## src/rtl/game_tick_sched_pkg.sv

```systemverilog
// Shared encodings for the game tick scheduler: run states, commands and widths.
// The command-to-state rule lives here so the FSM reads as a single call.
package gtick_pkg;

  localparam int TAP_W = 5;
  localparam int CNT_W = 16;

  localparam logic [1:0] ST_STOP  = 2'b00;
  localparam logic [1:0] ST_RUN   = 2'b01;
  localparam logic [1:0] ST_PAUSE = 2'b10;
  localparam logic [1:0] ST_STEP  = 2'b11;

  localparam logic [1:0] CMD_STOP  = 2'b00;
  localparam logic [1:0] CMD_RUN   = 2'b01;
  localparam logic [1:0] CMD_PAUSE = 2'b10;
  localparam logic [1:0] CMD_STEP  = 2'b11;

  // PAUSE is meaningless from STOP, STEP is meaningless from RUN; both are ignored there.
  function automatic logic [1:0] cmd_next(input logic [1:0] st, input logic [1:0] cmd);
    logic [1:0] nxt;
    nxt = st;
    case (cmd)
      CMD_STOP:  nxt = ST_STOP;
      CMD_RUN:   nxt = ST_RUN;
      CMD_PAUSE: if (st == ST_RUN || st == ST_STEP) nxt = ST_PAUSE;
      default:   if (st == ST_STOP || st == ST_PAUSE) nxt = ST_STEP;
    endcase
    return nxt;
  endfunction

endpackage

```

## src/rtl/game_tick_sched_channel.sv

```systemverilog
// One tick channel: taps a divider bit, detects its rising edge and emits a gated
// one-cycle strobe. A pending retune is taken on the channel's own edge when enabled.
module tick_channel
  import gtick_pkg::*;
#(
  parameter int DEF_TAP = 20
) (
  input  logic             clk_i,
  input  logic             rst_i,
  input  logic [31:0]      clk_div_i,
  input  logic             gate_i,
  input  logic             pend_i,
  input  logic [TAP_W-1:0] new_tap_i,
  input  logic             new_en_i,
  output logic             applied_o,
  output logic             fire_o,
  output logic             tick_o
);

  logic [TAP_W-1:0] tap_q, tap_d;
  logic             en_q, en_d;
  logic             prev_q, prev_d;
  logic             tick_q, tick_d;
  logic             raw_edge;
  logic             apply;

  assign raw_edge = clk_div_i[tap_q] & ~prev_q;
  // An enabled channel only switches on its edge so the current period completes cleanly.
  assign apply    = pend_i & (~en_q | raw_edge);

  always_comb begin
    tap_d  = tap_q;
    en_d   = en_q;
    prev_d = clk_div_i[tap_q];
    // The switching edge is still judged with the old enable.
    tick_d = raw_edge & en_q & gate_i;
    if (apply) begin
      tap_d  = new_tap_i;
      en_d   = new_en_i;
      // Seeding prev from the new tap keeps the retune from looking like an edge.
      prev_d = clk_div_i[new_tap_i];
    end
  end

  always_ff @(posedge clk_i or posedge rst_i) begin
    if (rst_i) begin
      tap_q  <= TAP_W'(DEF_TAP);
      en_q   <= 1'b0;
      prev_q <= 1'b0;
      tick_q <= 1'b0;
    end else begin
      tap_q  <= tap_d;
      en_q   <= en_d;
      prev_q <= prev_d;
      tick_q <= tick_d;
    end
  end

  assign applied_o = apply;
  assign fire_o    = tick_d;
  assign tick_o    = tick_q;

endmodule

```

## src/rtl/game_tick_sched.sv

```systemverilog
// Tick scheduler top: run/pause/step FSM, one-slot config handshake and the
// channel-0 tick counter around NCH tick_channel instances.
module game_tick_sched
  import gtick_pkg::*;
#(
  parameter int NCH     = 4,
  parameter int DEF_TAP = 20
) (
  input  logic             clk,
  input  logic             rst,
  input  logic [31:0]      clk_div,
  input  logic             cfg_valid,
  output logic             cfg_ready,
  input  logic [1:0]       cfg_ch,
  input  logic [TAP_W-1:0] cfg_tap,
  input  logic             cfg_en,
  input  logic             ctrl_valid,
  input  logic [1:0]       ctrl_cmd,
  output logic [NCH-1:0]   tick,
  output logic [1:0]       run_state,
  output logic [CNT_W-1:0] tick_count
);

  logic [1:0]       state_q, state_d;
  logic [CNT_W-1:0] cnt_q, cnt_d;
  logic             pend_vld_q, pend_vld_d;
  logic [1:0]       pend_ch_q, pend_ch_d;
  logic [TAP_W-1:0] pend_tap_q, pend_tap_d;
  logic             pend_en_q, pend_en_d;
  logic [NCH-1:0]   pend_sel;
  logic [NCH-1:0]   applied;
  logic [NCH-1:0]   fire;
  logic             gate;
  logic             ch_valid;
  logic             accept;

  assign gate      = (state_q == ST_RUN) || (state_q == ST_STEP);
  assign ch_valid  = int'(pend_ch_q) < NCH;
  assign accept    = cfg_valid && !pend_vld_q;
  assign cfg_ready = !pend_vld_q;

  for (genvar i = 0; i < NCH; i++) begin : g_ch
    assign pend_sel[i] = pend_vld_q && (int'(pend_ch_q) == i);

    tick_channel #(
      .DEF_TAP (DEF_TAP)
    ) u_ch (
      .clk_i     (clk),
      .rst_i     (rst),
      .clk_div_i (clk_div),
      .gate_i    (gate),
      .pend_i    (pend_sel[i]),
      .new_tap_i (pend_tap_q),
      .new_en_i  (pend_en_q),
      .applied_o (applied[i]),
      .fire_o    (fire[i]),
      .tick_o    (tick[i])
    );
  end

  // Out-of-range targets are accepted and dropped so the writer never stalls.
  always_comb begin
    pend_vld_d = pend_vld_q;
    pend_ch_d  = pend_ch_q;
    pend_tap_d = pend_tap_q;
    pend_en_d  = pend_en_q;
    if (accept) begin
      pend_vld_d = 1'b1;
      pend_ch_d  = cfg_ch;
      pend_tap_d = cfg_tap;
      pend_en_d  = cfg_en;
    end else if (pend_vld_q && (!ch_valid || (|applied))) begin
      pend_vld_d = 1'b0;
    end
  end

  // A command in the edge cycle takes priority over the automatic STEP exit.
  always_comb begin
    state_d = state_q;
    if (ctrl_valid) begin
      state_d = cmd_next(state_q, ctrl_cmd);
    end else if (state_q == ST_STEP && fire[0]) begin
      state_d = ST_PAUSE;
    end
  end

  always_comb begin
    cnt_d = cnt_q;
    if (ctrl_valid && ctrl_cmd == CMD_STOP) begin
      cnt_d = '0;
    end else if (fire[0]) begin
      cnt_d = cnt_q + 1'b1;
    end
  end

  always_ff @(posedge clk or posedge rst) begin
    if (rst) begin
      state_q    <= ST_STOP;
      cnt_q      <= '0;
      pend_vld_q <= 1'b0;
      pend_ch_q  <= '0;
      pend_tap_q <= '0;
      pend_en_q  <= 1'b0;
    end else begin
      state_q    <= state_d;
      cnt_q      <= cnt_d;
      pend_vld_q <= pend_vld_d;
      pend_ch_q  <= pend_ch_d;
      pend_tap_q <= pend_tap_d;
      pend_en_q  <= pend_en_d;
    end
  end

  assign run_state  = state_q;
  assign tick_count = cnt_q;

endmodule

```

## config.mk

```make
export PLATFORM = sky130hd
export DESIGN_NAME = game_tick_sched
export DESIGN_NICKNAME = d
export VERILOG_FILES = /design/src/rtl/game_tick_sched_pkg.sv /design/src/rtl/game_tick_sched_channel.sv /design/src/rtl/game_tick_sched.sv
export SDC_FILE = /design/constraint.sdc
export NUM_CORES = 1
export LEC_CHECK = 0
export ABC_AREA = 0
export ABC_CLOCK_PERIOD_IN_PS = 2750
export CELL_PAD_IN_SITES_DETAIL_PLACEMENT = 0
export CELL_PAD_IN_SITES_GLOBAL_PLACEMENT = 1
export CORE_UTILIZATION = 31
export CTS_BUF_LIST = sky130_fd_sc_hd__clkbuf_16
export CTS_CLUSTER_SIZE = 28
export DETAILED_ROUTE_END_ITERATION = 8
export GPL_ROUTABILITY_DRIVEN = 0
export PLACE_DENSITY_LB_ADDON = 0.05
export SYNTH_ARGS = -nofsm -noshare
export SYNTH_HDL_FRONTEND = slang
export SYNTH_SLANG_ARGS = --single-unit
```

## constraint.sdc

```tcl
create_clock -name clk -period 2.75 [get_ports clk]
set_clock_uncertainty 0.2 [all_clocks]
set_input_delay 0.275 -clock clk [delete_from_list [all_inputs] [get_ports clk]]
set_output_delay 0.275 -clock clk [all_outputs]
set_load 0.05 [all_outputs]
```

==> results.md <==
* Core Util, Final at 44.1%
* Root buf cell: clkbuf_16
* Largest family of logic cells by synthesized area: multiplexers
* Area Overhead vs Synth at 36.3%
* Ys async rst share at 100%
* Crit share post-route at 95.1%
* Worst Path Max Fanout at 16
* Share of the synthesized area in the top cell type at 30.8%
* Core region area at 12800 um^2
* Post-synthesis mux area share at 29.7%
* Pwr dens at 1030 nW/um^2
* Router iterations before antenna repair at 5
* H-tree levels at 3
* Post-Syn Nets at 457
* Design area at 5660 um^2
* CP startpoint kind: flip-flop
* Compound-Gate Fraction of Synth Area at 12.7%
* Global-route wire length before repair at 21300 um
* CTS Sinks at 59
* Largest cells by area after synthesis: dfrtp_1, mux2i_1, mux2_2
* CTS tree: yes
* Worst path max stage delay at 410 ps
* R2r worst-path depth at 9
* RSZ-0062 raised after global routing: yes
* Yosys warning count at 0
* CP Buf/Inv Count at 2
* Placed Instances at 682
* Critical Path AT at 2630 ps
* Share of post-route cells with drive strength above 1 at 24.7%
* Leak at 2.43 nW
* DRC errors left at 0
* Worst Path Required at 2760 ps
* DR WL/cell at 18.9 um
* Yosys reg bits at 59
* CTS Buffer Depth at 2
* Slew HR at 53.7%
* Number of global-route vias before repair at 3749
* Slew Limit Fails at 0
* Max cap viols at 0
* Crit path launch: g_ch[0].u_ch.tap_q[1]
* Commonest non-fill, non-tap cells in the layout: mux2i_1, clkdlybuf4s50_1, buf_4
* Number of port buffers at 68
* Mean number of vias per cell at 5.17
* Post-Syn Instances at 406
* Die area at 13900 um^2
* Synth cell types at 52
* Final hold violation count at 0
* Layout net count at 576
* Worst slew pin tran at 689 ps
* Worst hold path class: in2async
* DR iter-0 viols at 211
* Die height at 118 um
* Post-synth EDFFs at 0
* Vias at 3630
* N_diodes at 0
* Detail Route Antenna Nets at 0
* IO Pins at 69
* Total track usage at 20.1%
* Seq/Total Area, Yosys at 35.8%
* Post-Synth Adder-Cell Area at 1.51%
* Row Count at 41
* Final wirelength at 13300 um
* Clock transition at path regs at 50 ps
* Initial cell density of the core at 32.4%
* VDD IR-drop max at 0.480 mV
* Critical path's slowest cell: dfrtp_1
* Critical path depth at 9
* Count of final setup violators at 0
* Ys flop type: dfrtp_1
* Floorplan die width at 118 um
* Num CTS Buffers at 9
* Grt total ovfl at 0
* Largest net degree at the start of global routing at 23
* Tmin final at 2610 ps
* Synth Area in XOR/XNOR at 0.633%
* Mean post-synth cell area at 10.2 um^2
* CP delay by family, top: compound AO/OA/AOI/OAI gates
* Crit path cell chain: buf_12, mux2i_1, a211oi_2, nand3_1, a41oi_4, nand2_2, inv_1, a31oi_1, a41o_1
* Clk Latency, worst-skew pair at 330 ps
* Final cell count without fillers at 702
* CP endpoint kind: flip-flop
* Post-DP Area at 5360 um^2
* Hold Worst Slack at 119 ps
* Worst r2r src: g_ch[0].u_ch.tap_q[1]
* Synth Cell Area at 4150 um^2
* Leading cell type in the layout, fill and taps excluded: mux2i_1
* Initial antenna violation count at 0
* Simple-Gate Fraction of Synth Area at 15.9%
* Post-synth top area cell: dfrtp_1
* HPWL after DPL at 10300 um
* Max Clock Freq at 383 MHz
* CP Class: reg2reg
* Outcome: finished clean
what timing repair did:
action	4_1_cts	5_1_grt
pin swaps	0	1
setup endpoints to repair	5	6
buffers inserted	0	4
gates resized for setup	2	3
hold buffers	0	0
worst register-to-register path: stages, from the launching register on:
cell and delay [ps]:
dfrtp_1 410, buf_12 170, mux2i_1 180, a211oi_2 260
nand3_1 170, a41oi_4 390, nand2_2 210, inv_1 200
a31oi_1 110, a41o_1 210
state kept, by name (all words and copies together) (netlist names):
name              cells
g_ch.u_ch.en_q        4
tick_count           16
g_ch.u_ch.tick_o      4
g_ch.u_ch.prev_q      4
pend_en_q             1
pend_vld_q            1
g_ch.u_ch.tap_q      20
run_state             2
pend_ch_q             2
pend_tap_q            5
final timing paths:
| kind | end | slack, ps |
|---|---|---|
| setup / recovery | tick_count[6] | 140 |
| hold / removal | g_ch[0].u_ch.prev_q | 120 |
| setup reg to reg | tick_count[6] | 140 |
| hold reg to reg | g_ch[3].u_ch.tick_o | 300 |
| max in group asynchronous | g_ch[3].u_ch.tap_q[2] | 1650 |
| min in group clk | g_ch[3].u_ch.tick_o | 300 |
layer usage:
metal  vias to the layer above  GRT usage, %  wire, um
met5                         -             0         0
met3                         8          3.73       649
li1                       1742             -         -
met1                      1788          28.9      6370
met4                         0          5.29       118
met2                        92          30.7      6150
layout make-up:
| type | instances | area, um^2 |
|---|---|---|
| fill | 1268 | 7170 |
| multi-input combinational | 320 | 2500 |
| sequential | 59 | 1490 |
| timing repair buffer | 126 | 1150 |
| clock buffer | 9 | 225 |
| tap | 172 | 215 |
| inverter | 9 | 33.8 |
| clock inverter | 7 | 30.0 |
where the power goes:
group | internal [mW] | switching (mW) | total, mW | leakage (nW)
logic | 1.61 | 1.46 | 3.07 | 1.56
clock network | 0.589 | 0.370 | 0.959 | 0.144
registers | 1.25 | 0.525 | 1.77 | 0.725
total | 3.45 | 2.35 | 5.81 | 2.43
through the flow:
stage | setup slack [ps] | power (mW) | setup TNS, ps
6_report | 136 | 5.81 | 0
3_3_place_gp | -106 | 4.81 | -1570
5_1_grt | -0.520 | 6.22 | -0.520
4_1_cts | 58.1 | 5.81 | 0
3_5_place_dp | -119 | 4.82 | -1960
2_1_floorplan | 334 | 3.73 | 0
synth_stat cells, drive strengths merged (3+ instances only):
cell type and count:
mux2i 69, dfrtp 51, nand2 45, mux2 28, a21oi 25, nand3 19
o21ai 17, a22oi 16, nor2 16, buf 14, mux4 10, or3 10
inv 9, nand2b 9, nor2b 9, dfstp 8, and2 7, ha 5
clkbuf 4, nand4 4, a211oi 3
cells by family (layout without fill, tap and decap cells):
| group | Yosys count | after routing |
|---|---|---|
| flops | 59 | 59 |
| compound gates | 76 | 76 |
| mux | 107 | 107 |
| buf+inv | 27 | 151 |
| simple gates | 129 | 129 |
| fa+ha+maj | 5 | 5 |
| xor+xnor | 3 | 3 |
No activity file was read; power rests on OpenSTA's default activity.
